$ cat config.mk
export PLATFORM = sky130hd
export DESIGN_NAME = imem_loader_flat
export DESIGN_NICKNAME = d
export VERILOG_FILES = /design/src/rtl/imem_loader_if.sv /design/src/rtl/imem_loader.sv /design/src/flat_wrapper.sv
export SDC_FILE = /design/constraint.sdc
export NUM_CORES = 1
export LEC_CHECK = 0
export ABC_AREA = 1
export CAP_MARGIN = 20
export CORE_UTILIZATION = 58
export CTS_BUF_LIST = sky130_fd_sc_hd__clkbuf_8
export CTS_CLUSTER_DIAMETER = 80
export CTS_CLUSTER_SIZE = 25
export DETAILED_ROUTE_END_ITERATION = 6
export PLACE_DENSITY = 0.87
export SETUP_SLACK_MARGIN = 0.2
export SYNTH_ARGS = -nofsm -noshare
export SYNTH_HDL_FRONTEND = slang
export SYNTH_SLANG_ARGS = --single-unit
$ cat constraint.sdc
create_clock -name clk -period 6.7 [get_ports clk]
set_clock_uncertainty 0.2 [all_clocks]
set_input_delay 1.34 -clock clk [delete_from_list [all_inputs] [get_ports clk]]
set_output_delay 1.34 -clock clk [all_outputs]
set_load 0.01 [all_outputs]
$ cat src/rtl/imem_loader_if.sv
// ----------------------------------------------------------------------------
// imem_loader_if
//   Bundles the byte-stream handshake from the serial receiver, the
//   instruction-memory write port and the loader status outputs.
//
//   rx_data     [7:0]        byte from the receiver
//   rx_valid                 rx_data is valid
//   rx_ready                 loader accepts a byte (rx_valid & rx_ready consumes)
//   imem_we                  one-cycle write strobe to instruction memory
//   imem_addr   [ADDR_W-1:0] write address
//   imem_wdata  [31:0]       instruction word
//   cpu_hold                 holds the core in reset/stall while high
//   done                     a valid image is loaded
//   err                      the last frame was rejected
//   word_count  [7:0]        words written in the current or last frame
//
//   master : the loader side (drives rx_ready, memory port and status)
//   slave  : the environment side (receiver, memory, core)
// ----------------------------------------------------------------------------
interface imem_loader_if #(
    parameter int ADDR_W = 5
);
    logic [7:0]        rx_data;
    logic              rx_valid;
    logic              rx_ready;
    logic              imem_we;
    logic [ADDR_W-1:0] imem_addr;
    logic [31:0]       imem_wdata;
    logic              cpu_hold;
    logic              done;
    logic              err;
    logic [7:0]        word_count;

    modport master (
        input  rx_data,
        input  rx_valid,
        output rx_ready,
        output imem_we,
        output imem_addr,
        output imem_wdata,
        output cpu_hold,
        output done,
        output err,
        output word_count
    );

    modport slave (
        output rx_data,
        output rx_valid,
        input  rx_ready,
        input  imem_we,
        input  imem_addr,
        input  imem_wdata,
        input  cpu_hold,
        input  done,
        input  err,
        input  word_count
    );
endinterface

$ cat src/rtl/imem_loader.sv
// ----------------------------------------------------------------------------
// imem_loader
//   Program loader for the instruction memory of the 32-bit core. Parses a
//   framed byte stream (SYNC, length N, 4N big-endian payload bytes, XOR
//   checksum), writes each assembled word to consecutive addresses starting
//   at 0, and keeps cpu_hold high until a frame with a good checksum has
//   been fully received.
//
//   Ports:
//     clk   rising-edge clock
//     rst   asynchronous, active-high reset
//     bus   imem_loader_if.master: receiver handshake (rx_data/rx_valid/
//           rx_ready), memory write port (imem_we/imem_addr/imem_wdata) and
//           status (cpu_hold/done/err/word_count)
//
//   Parameters:
//     DEPTH   instruction memory words; legal frame length is 1..DEPTH
//     ADDR_W  imem_addr width, 2^ADDR_W >= DEPTH; must match the interface
//     SYNC    frame start byte
// ----------------------------------------------------------------------------
module imem_loader #(
    parameter int         DEPTH  = 31,
    parameter int         ADDR_W = 5,
    parameter logic [7:0] SYNC   = 8'hA5
) (
    input  logic          clk,
    input  logic          rst,
    imem_loader_if.master bus
);

    localparam logic [2:0] S_IDLE  = 3'd0;
    localparam logic [2:0] S_LEN   = 3'd1;
    localparam logic [2:0] S_DATA  = 3'd2;
    localparam logic [2:0] S_CSUM  = 3'd3;
    localparam logic [2:0] S_DONE  = 3'd4;
    localparam logic [2:0] S_ERROR = 3'd5;

    localparam logic [7:0] MAX_LEN = 8'(DEPTH);

    logic [2:0]        state_q,    state_d;
    logic              rx_ready_q, rx_ready_d;
    logic              we_q,       we_d;
    logic [ADDR_W-1:0] addr_q,     addr_d;
    logic [31:0]       wdata_q,    wdata_d;
    logic              hold_q,     hold_d;
    logic              done_q,     done_d;
    logic              err_q,      err_d;
    logic [7:0]        wcount_q,   wcount_d;
    logic [7:0]        len_q,      len_d;
    logic [1:0]        bidx_q,     bidx_d;
    logic [7:0]        csum_q,     csum_d;

    logic              hs;

    assign hs = bus.rx_valid & rx_ready_q;

    always_comb begin
        state_d    = state_q;
        rx_ready_d = 1'b1;
        we_d       = 1'b0;
        addr_d     = addr_q;
        wdata_d    = wdata_q;
        hold_d     = hold_q;
        done_d     = done_q;
        err_d      = err_q;
        wcount_d   = wcount_q;
        len_d      = len_q;
        bidx_d     = bidx_q;
        csum_d     = csum_q;

        if (we_q) begin
            // The write cycle is ending: step to the next word slot. rx_ready
            // was held low during this cycle, so no byte can arrive here.
            addr_d   = addr_q + ADDR_W'(1);
            wcount_d = wcount_q + 8'd1;
            if (wcount_d == len_q) begin
                state_d = S_CSUM;
            end
        end else if (hs) begin
            case (state_q)
                S_IDLE: begin
                    if (bus.rx_data == SYNC) begin
                        state_d = S_LEN;
                    end
                end

                S_LEN: begin
                    if (bus.rx_data == 8'd0 || bus.rx_data > MAX_LEN) begin
                        state_d = S_ERROR;
                        err_d   = 1'b1;
                        done_d  = 1'b0;
                        hold_d  = 1'b1;
                    end else begin
                        state_d  = S_DATA;
                        len_d    = bus.rx_data;
                        wcount_d = 8'd0;
                        addr_d   = '0;
                        bidx_d   = 2'd0;
                        csum_d   = 8'd0;
                    end
                end

                S_DATA: begin
                    // Big-endian: the first byte of a word ends up in [31:24].
                    wdata_d = {wdata_q[23:0], bus.rx_data};
                    csum_d  = csum_q ^ bus.rx_data;
                    bidx_d  = bidx_q + 2'd1;
                    if (bidx_q == 2'd3) begin
                        // Drop rx_ready for the write cycle so the address and
                        // count can advance before the next byte is taken.
                        we_d       = 1'b1;
                        rx_ready_d = 1'b0;
                    end
                end

                S_CSUM: begin
                    if (bus.rx_data == csum_q) begin
                        state_d = S_DONE;
                        done_d  = 1'b1;
                        err_d   = 1'b0;
                        hold_d  = 1'b0;
                    end else begin
                        state_d = S_ERROR;
                        err_d   = 1'b1;
                        done_d  = 1'b0;
                        hold_d  = 1'b1;
                    end
                end

                S_DONE: begin
                    // Reload: stall the core again as soon as a new frame starts.
                    if (bus.rx_data == SYNC) begin
                        state_d = S_LEN;
                        hold_d  = 1'b1;
                        done_d  = 1'b0;
                    end
                end

                S_ERROR: begin
                    if (bus.rx_data == SYNC) begin
                        state_d = S_LEN;
                        err_d   = 1'b0;
                    end
                end

                default: begin
                    state_d = S_IDLE;
                end
            endcase
        end
    end

    always_ff @(posedge clk or posedge rst) begin
        if (rst) begin
            state_q    <= S_IDLE;
            rx_ready_q <= 1'b0;
            we_q       <= 1'b0;
            addr_q     <= '0;
            wdata_q    <= 32'd0;
            hold_q     <= 1'b1;
            done_q     <= 1'b0;
            err_q      <= 1'b0;
            wcount_q   <= 8'd0;
            len_q      <= 8'd0;
            bidx_q     <= 2'd0;
            csum_q     <= 8'd0;
        end else begin
            state_q    <= state_d;
            rx_ready_q <= rx_ready_d;
            we_q       <= we_d;
            addr_q     <= addr_d;
            wdata_q    <= wdata_d;
            hold_q     <= hold_d;
            done_q     <= done_d;
            err_q      <= err_d;
            wcount_q   <= wcount_d;
            len_q      <= len_d;
            bidx_q     <= bidx_d;
            csum_q     <= csum_d;
        end
    end

    assign bus.rx_ready   = rx_ready_q;
    assign bus.imem_we    = we_q;
    assign bus.imem_addr  = addr_q;
    assign bus.imem_wdata = wdata_q;
    assign bus.cpu_hold   = hold_q;
    assign bus.done       = done_q;
    assign bus.err        = err_q;
    assign bus.word_count = wcount_q;

endmodule

$ cat src/flat_wrapper.sv
// flat-port wrapper written by rule: the top's interface ports become plain ports
module imem_loader_flat 
#(
    parameter int         DEPTH  = 31,
    parameter int         ADDR_W = 5,
    parameter logic [7:0] SYNC   = 8'hA5
)
  (clk, rst, bus_rx_data, bus_rx_valid, bus_rx_ready, bus_imem_we, bus_imem_addr, bus_imem_wdata, bus_cpu_hold, bus_done, bus_err, bus_word_count);
  imem_loader_if #(.ADDR_W(ADDR_W)) bus_i ();
  input  logic clk;
  input  logic rst;
  input wire logic [$bits(bus_i.rx_data)-1:0] bus_rx_data;
  input wire logic [$bits(bus_i.rx_valid)-1:0] bus_rx_valid;
  output wire logic [$bits(bus_i.rx_ready)-1:0] bus_rx_ready;
  output wire logic [$bits(bus_i.imem_we)-1:0] bus_imem_we;
  output wire logic [$bits(bus_i.imem_addr)-1:0] bus_imem_addr;
  output wire logic [$bits(bus_i.imem_wdata)-1:0] bus_imem_wdata;
  output wire logic [$bits(bus_i.cpu_hold)-1:0] bus_cpu_hold;
  output wire logic [$bits(bus_i.done)-1:0] bus_done;
  output wire logic [$bits(bus_i.err)-1:0] bus_err;
  output wire logic [$bits(bus_i.word_count)-1:0] bus_word_count;
  assign bus_i.rx_data = bus_rx_data;
  assign bus_i.rx_valid = bus_rx_valid;
  assign bus_rx_ready = bus_i.rx_ready;
  assign bus_imem_we = bus_i.imem_we;
  assign bus_imem_addr = bus_i.imem_addr;
  assign bus_imem_wdata = bus_i.imem_wdata;
  assign bus_cpu_hold = bus_i.cpu_hold;
  assign bus_done = bus_i.done;
  assign bus_err = bus_i.err;
  assign bus_word_count = bus_i.word_count;
  imem_loader #(.DEPTH(DEPTH), .ADDR_W(ADDR_W), .SYNC(SYNC)) u_core (.clk(clk), .rst(rst), .bus(bus_i));
endmodule
Yosys cells after proc, flatten, opt, wreduce, memory -nomap -nowiden

Cells that the tools add are included.

Add/sub/neg operators: 3
Multipliers: 0
Div/mod/pow operators: 0
$lt $le $gt $ge: 1
Equal/unequal tests: 17
Shift operators: 0
Mux-type cells: 35
Bitwise operators: 4
Reductions and logical operators: 16

Operators with widths:

| kind                  | number |
|---|---|
| $mux W8               | 4 |
| $mux W5               | 4 |
| $eq A8 B8 Y1          | 2 |
| $pmux W8 S2           | 1 |
| $mux W1               | 15 |
| $mux W3               | 5 |
| $pmux W3 S4           | 1 |
| $reduce_and A4 Y1     | 3 |
| $ne A2 B1 Y1 const B  | 5 |
| $reduce_and A5 Y1     | 2 |
| $pmux W1 S3           | 3 |
| $add A8 B1 Y8 const B | 1 |
| $eq A8 B8 Y1 const B  | 1 |
| $gt A8 B5 Y1 const B  | 1 |
| $logic_not A8 Y1      | 1 |
| $xor A8 B8 Y8         | 1 |
| $eq A3 B2 Y1 const B  | 2 |
| $eq A3 B3 Y1 const B  | 2 |
| $reduce_and A3 Y1     | 2 |
| $reduce_bool A2 Y1    | 3 |
| $reduce_bool A3 Y1    | 2 |
| $add A5 B1 Y5 const B | 1 |
| $ne A2 B2 Y1 const B  | 2 |
| $pmux W2 S2           | 1 |
| other kinds (10)      | 11 |

Bits in registers: 71
Latch bits: 0
Memory bits (writable): 0
ROM bits: 0
Bits of input ports: 11
Output and inout port bits: 50
Logic and storage cells: 88
Memories: 0

Depth between registers and ports, before layout

Word-level depth: 6
Depth in mapped cells: 13
Gate-level depth less buffers: 13

Least setup slack after synthesis

Ideal clock, no wire load.

Path kind: input -> register
From: input bus_rx_data[1]
To: register u_core.done_q (netlist: u_core.bus.done)
Setup time: 0.119 ns
Data arrival time: 2.233 ns
Path slack: 4.148 ns
Stages on the path: 7
Buffers on the path: 0
Cells stage by stage: nor2_1 nand4_1 nand3_2 nand2_2 nor3b_2 nand2_1 o21a_1

Cells in the longest elaborated chain, start to end: 4
Elaborated cells between the ends (all ways): 10
Classes of those cells: 1 x order compare; 4 x eq/ne; 2 x mux; 3 x reduce/logical

RTL lines:

| what                                             | line               | source |
|---|---|---|
| start, declared                                  | flat_wrapper.sv:12 | `input wire logic [$bits(bus_i.rx_data)-1:0] bus_rx_data;` |
| $gt A8 B5 Y1 or $logic_not A8 Y1 (tied branches) | imem_loader.sv:88  | `if (bus.rx_data == 8'd0 \|\| bus.rx_data > MAX_LEN) begin` |
| $logic_or A1 B1 Y1                               | imem_loader.sv:88  |  |
| $ne A2 B1 Y1 (no source line)                    | -                  |  |
| $reduce_and A5 Y1 (no source line)               | -                  |  |
| end signal, assigned                             | imem_loader.sv:174 | `done_q <= done_d;` |
| end, declared                                    | imem_loader.sv:46  | `logic done_q, done_d;` |

Parallel ways exist; a longest one is shown, timed or not.
A chain may end at the register's enable or synchronous reset.

Worst setup path after layout

From: input bus_rx_valid
To: register u_core.wdata_q[5] (netlist: u_core.bus.imem_wdata[5])

Cells in the longest elaborated chain, start to end: 2

RTL lines:

| what                               | line               | source |
|---|---|---|
| start, declared                    | flat_wrapper.sv:13 | `input wire logic [$bits(bus_i.rx_valid)-1:0] bus_rx_valid;` |
| $and A1 B1 Y1                      | imem_loader.sv:55  | `assign hs = bus.rx_valid & rx_ready_q;` |
| $reduce_and A3 Y1 (no source line) | -                  |  |
| end signal, assigned               | imem_loader.sv:172 | `wdata_q <= wdata_d;` |
| end, declared                      | imem_loader.sv:44  | `logic [31:0] wdata_q, wdata_d;` |

Every way passes these cells.

==> results.md <==
* Data arrival time of the critical path at about 3.2 ns
* Clk sinks at around 70
* Mapped Nets at between 400 and 500
* DRC Markers at 0
* Comb power frac at 40.4%
* Syn Area/Cell at a little under 9 um2
* Power share of the clock group at 17.4%
* Slew Viols, Final at 0
* CP Launch Type: input pin
* Post-synth EDFFs at 0
* Commonest cells after routing, fill and taps aside: nand2_1 (119), dfrtp_1 (70), clkdlybuf4s50_1 (60)
* Fin Hold WS at between 0.2 and 0.3 ns
* WS Path Type: in -> reg
* Final hold vios at 0
* DRT iter0 DRCs at approximately 220
* Switching Power at 0.6362 mW
* Vias per Instance at approximately 5.3
* Initial Util at between 60% and 70%
* Rel. slew slack at about two fifths
* # fillers at about 400
* Total Power at 1.681 mW
* Routed vias at about 2,800
* Wire per inst at about 14 um
* Clk buf depth at 2
* Post-Place Worst Slack at between 3 and 4 ns
* Worst Tran Pin Value at slightly below 0.9 ns
* # port buffers at 60
* Io pins at 61
* Post-CTS Setup Bufs at 0
* Part of the power in registers at between 40 and 50%
* CP max FO at 40
* Worst-skew pair later-pin latency at 0.34 ns
* Net count, final at about 470
* Switching part of the total at ~38%
* ANT nets after route at 0
* P&R area growth vs syn at 22.81%
* Share of cells above drive strength 1 at 9.251%
* Post-cts resize count at 0
* Post-Syn Instances at 389
* Main synth FF type: dfrtp_1
* Chip width at 78.33 um
* Die Ht at between 70 and 80 um
* Post-detail-place hpwl at approximately 5200 um
* Cell Pwr Density at about 400 nW/um2
* Number of global-route vias before repair at roughly 2,700
* Period utilisation layout at 46.91%
* Reg clk slew, reported paths at approximately 0.080 ns
* Crit path required time at 6.75 ns
* Warnings from Yosys at 0
* Synth Cell Area at between 3000 and 4000 um2
* CTS root buf: clkbuf_8
* Commonest non-fill, non-tap cell in the layout: nand2_1
* Initial antenna violation count at 0
* Total congestion overflow at 0
* Leakage at ~2.1 nW
* Die area at 6136 um2
* All-Layer GR Usage at 25.82%
* HP Class: reg -> reg
* Max Fclk at roughly 320 MHz
* Worst Setup End Kind: register
* CTS tree: built
* Final WS setup at roughly 3.6 ns
* Max Cap Violations at 0
* TritonRoute pass-1 iters at 4
* Status: complete, no violations
* Final setup violating endpoints at 0
* CORE AREA at roughly 5600 um2
* Async SR Flop Fraction at 100.0%
* Synth Register Bits at approximately 70
* H-tree Lvls at 3
* CTS Hold Buffers Added at 0
* Largest net degree at the start of global routing at between 70 and 80
* Placer congestion estimate at approximately 0.85
* First-pass GRT wire length at around 12,000 um
* Post-layout minimum cycle time at around 3.1 ns
* Setup_tns at 0 ns
* Maximum vdd drop at between 0.2 and 0.25 mV
* Final core utilization at 74.46%
* CTS buffer count at 9
* Floorplan row count at 27
* Int Pwr at 1.045 mW
* RSZ-0062 raised after global routing: false
* Post-synth cell types at 35
* Sequential element share of the synthesized area at between 50% and 60%
* DRT Wirelength at roughly 7200 um
* ANT cells at 0
-- flip-flops by register name (all words and copies together), names as in the netlist --
signal	count
u_core.len_q	8
u_core.bus.cpu_hold	1
u_core.bus.err	1
u_core.bus.imem_we	1
u_core.bus.imem_wdata	32
u_core.bus.word_count	8
u_core.csum_q	8
u_core.state_q	3
u_core.bus.done	1
u_core.bus.rx_ready	1
u_core.bidx_q	2
u_core.bus.imem_addr	5
-- metal layers --
layer,GRT usage [%],wire length (um),vias up
met5,0,0,-
met4,10.00,143,0
met3,5.116,374,12
met2,42.72,3634,88
met1,33.57,3053,1342
li1,-,-,1370
-- final timing paths --
| path | startpoint | endpoint | slack, ns | cells past startpoint |
|---|---|---|---|---|
| max | bus_rx_valid | u_core.bus.imem_wdata[5] | 3.56 | 7 |
| min | u_core.bus.imem_wdata[25] | u_core.bus.imem_wdata[25] | 0.29 | 2 |
| max reg2reg | u_core.state_q[2] | u_core.bus.imem_wdata[5] | 4.39 | 5 |
| min reg2reg | u_core.bus.imem_wdata[25] | u_core.bus.imem_wdata[25] | 0.29 | 2 |
| max in group asynchronous | rst | u_core.bus.err | 4.35 | 3 |
| min in group asynchronous | rst | u_core.bus.imem_wdata[17] | 1.36 | 3 |
-- Yosys cell counts, types with 3 or more instances --
cell	count	area, um2
nand3_1	31	155.2
xor2_1	10	87.58
o21ai_1	6	30.03
nand3b_1	5	37.54
nand4_1	3	18.77
a21oi_1	4	20.02
ha_1	3	37.54
o21ai_2	6	52.55
inv_2	6	22.52
nor3_1	3	15.01
inv_1	43	161.4
o22ai_1	4	25.02
o21ai_0	29	145.1
nor2_1	16	60.06
nand2_4	3	33.78
nand2_1	119	446.7
nor2_2	3	18.77
dfrtp_1	70	1752
buf_2	4	20.02
buf_6	4	45.04
-- critical path: stages --
cell             delay [ns]
clkdlybuf4s50_1        0.47
nand2_1                0.08
nor2_2                 0.25
nand2_4                0.31
inv_2                  0.47
nand2_1                0.12
o21ai_0                0.12
-- logic make-up (layout without fill, tap and decap cells) --
group | count (synthesis) | in the layout | share of synthesized area, %
buffers and inverters | 59 | 124 | 8.071
adders and majority gates | 3 | 3 | 1.111
and+or+nand+nor | 190 | 190 | 25.84
xor gates and xnor gates | 12 | 12 | 3.110
AOI/OAI and AO/OA | 54 | 54 | 9.256
DFF | 71 | 71 | 52.61
-- area by class of cell --
| class | instances | area [um2] | share of cell area (%) |
|---|---|---|---|
| Sequential cell | 71 | 1778 | 42.84 |
| Multi-Input combinational cell | 259 | 1329 | 32.02 |
| Clock inverter | 5 | 37.54 | 0.9044 |
| Inverter | 49 | 183.9 | 4.432 |
| Timing Repair Buffer | 61 | 608.1 | 14.65 |
| Tap cell | 72 | 90.09 | 2.171 |
| Clock buffer | 9 | 123.9 | 2.985 |
-- through the flow --
stage | cells | instance area (um2)
floorplan | 389 | 3379
global placement | 512 | 3989
detailed placement | 512 | 3989
CTS | 526 | 4150
global route | 526 | 4150
finish | 526 | 4150
-- power by group through the flow --
stage / clock network (mW) / logic (mW) / registers [mW]
after floorplan: 0 / 0.310 / 0.748
after global placement: 0 / 0.641 / 0.710
after detailed placement: 0 / 0.682 / 0.715
after CTS: 0.294 / 0.685 / 0.708
after global routing: 0.315 / 0.752 / 0.729
final: 0.292 / 0.679 / 0.710
Note: power is estimated with default switching activity, not from simulation.
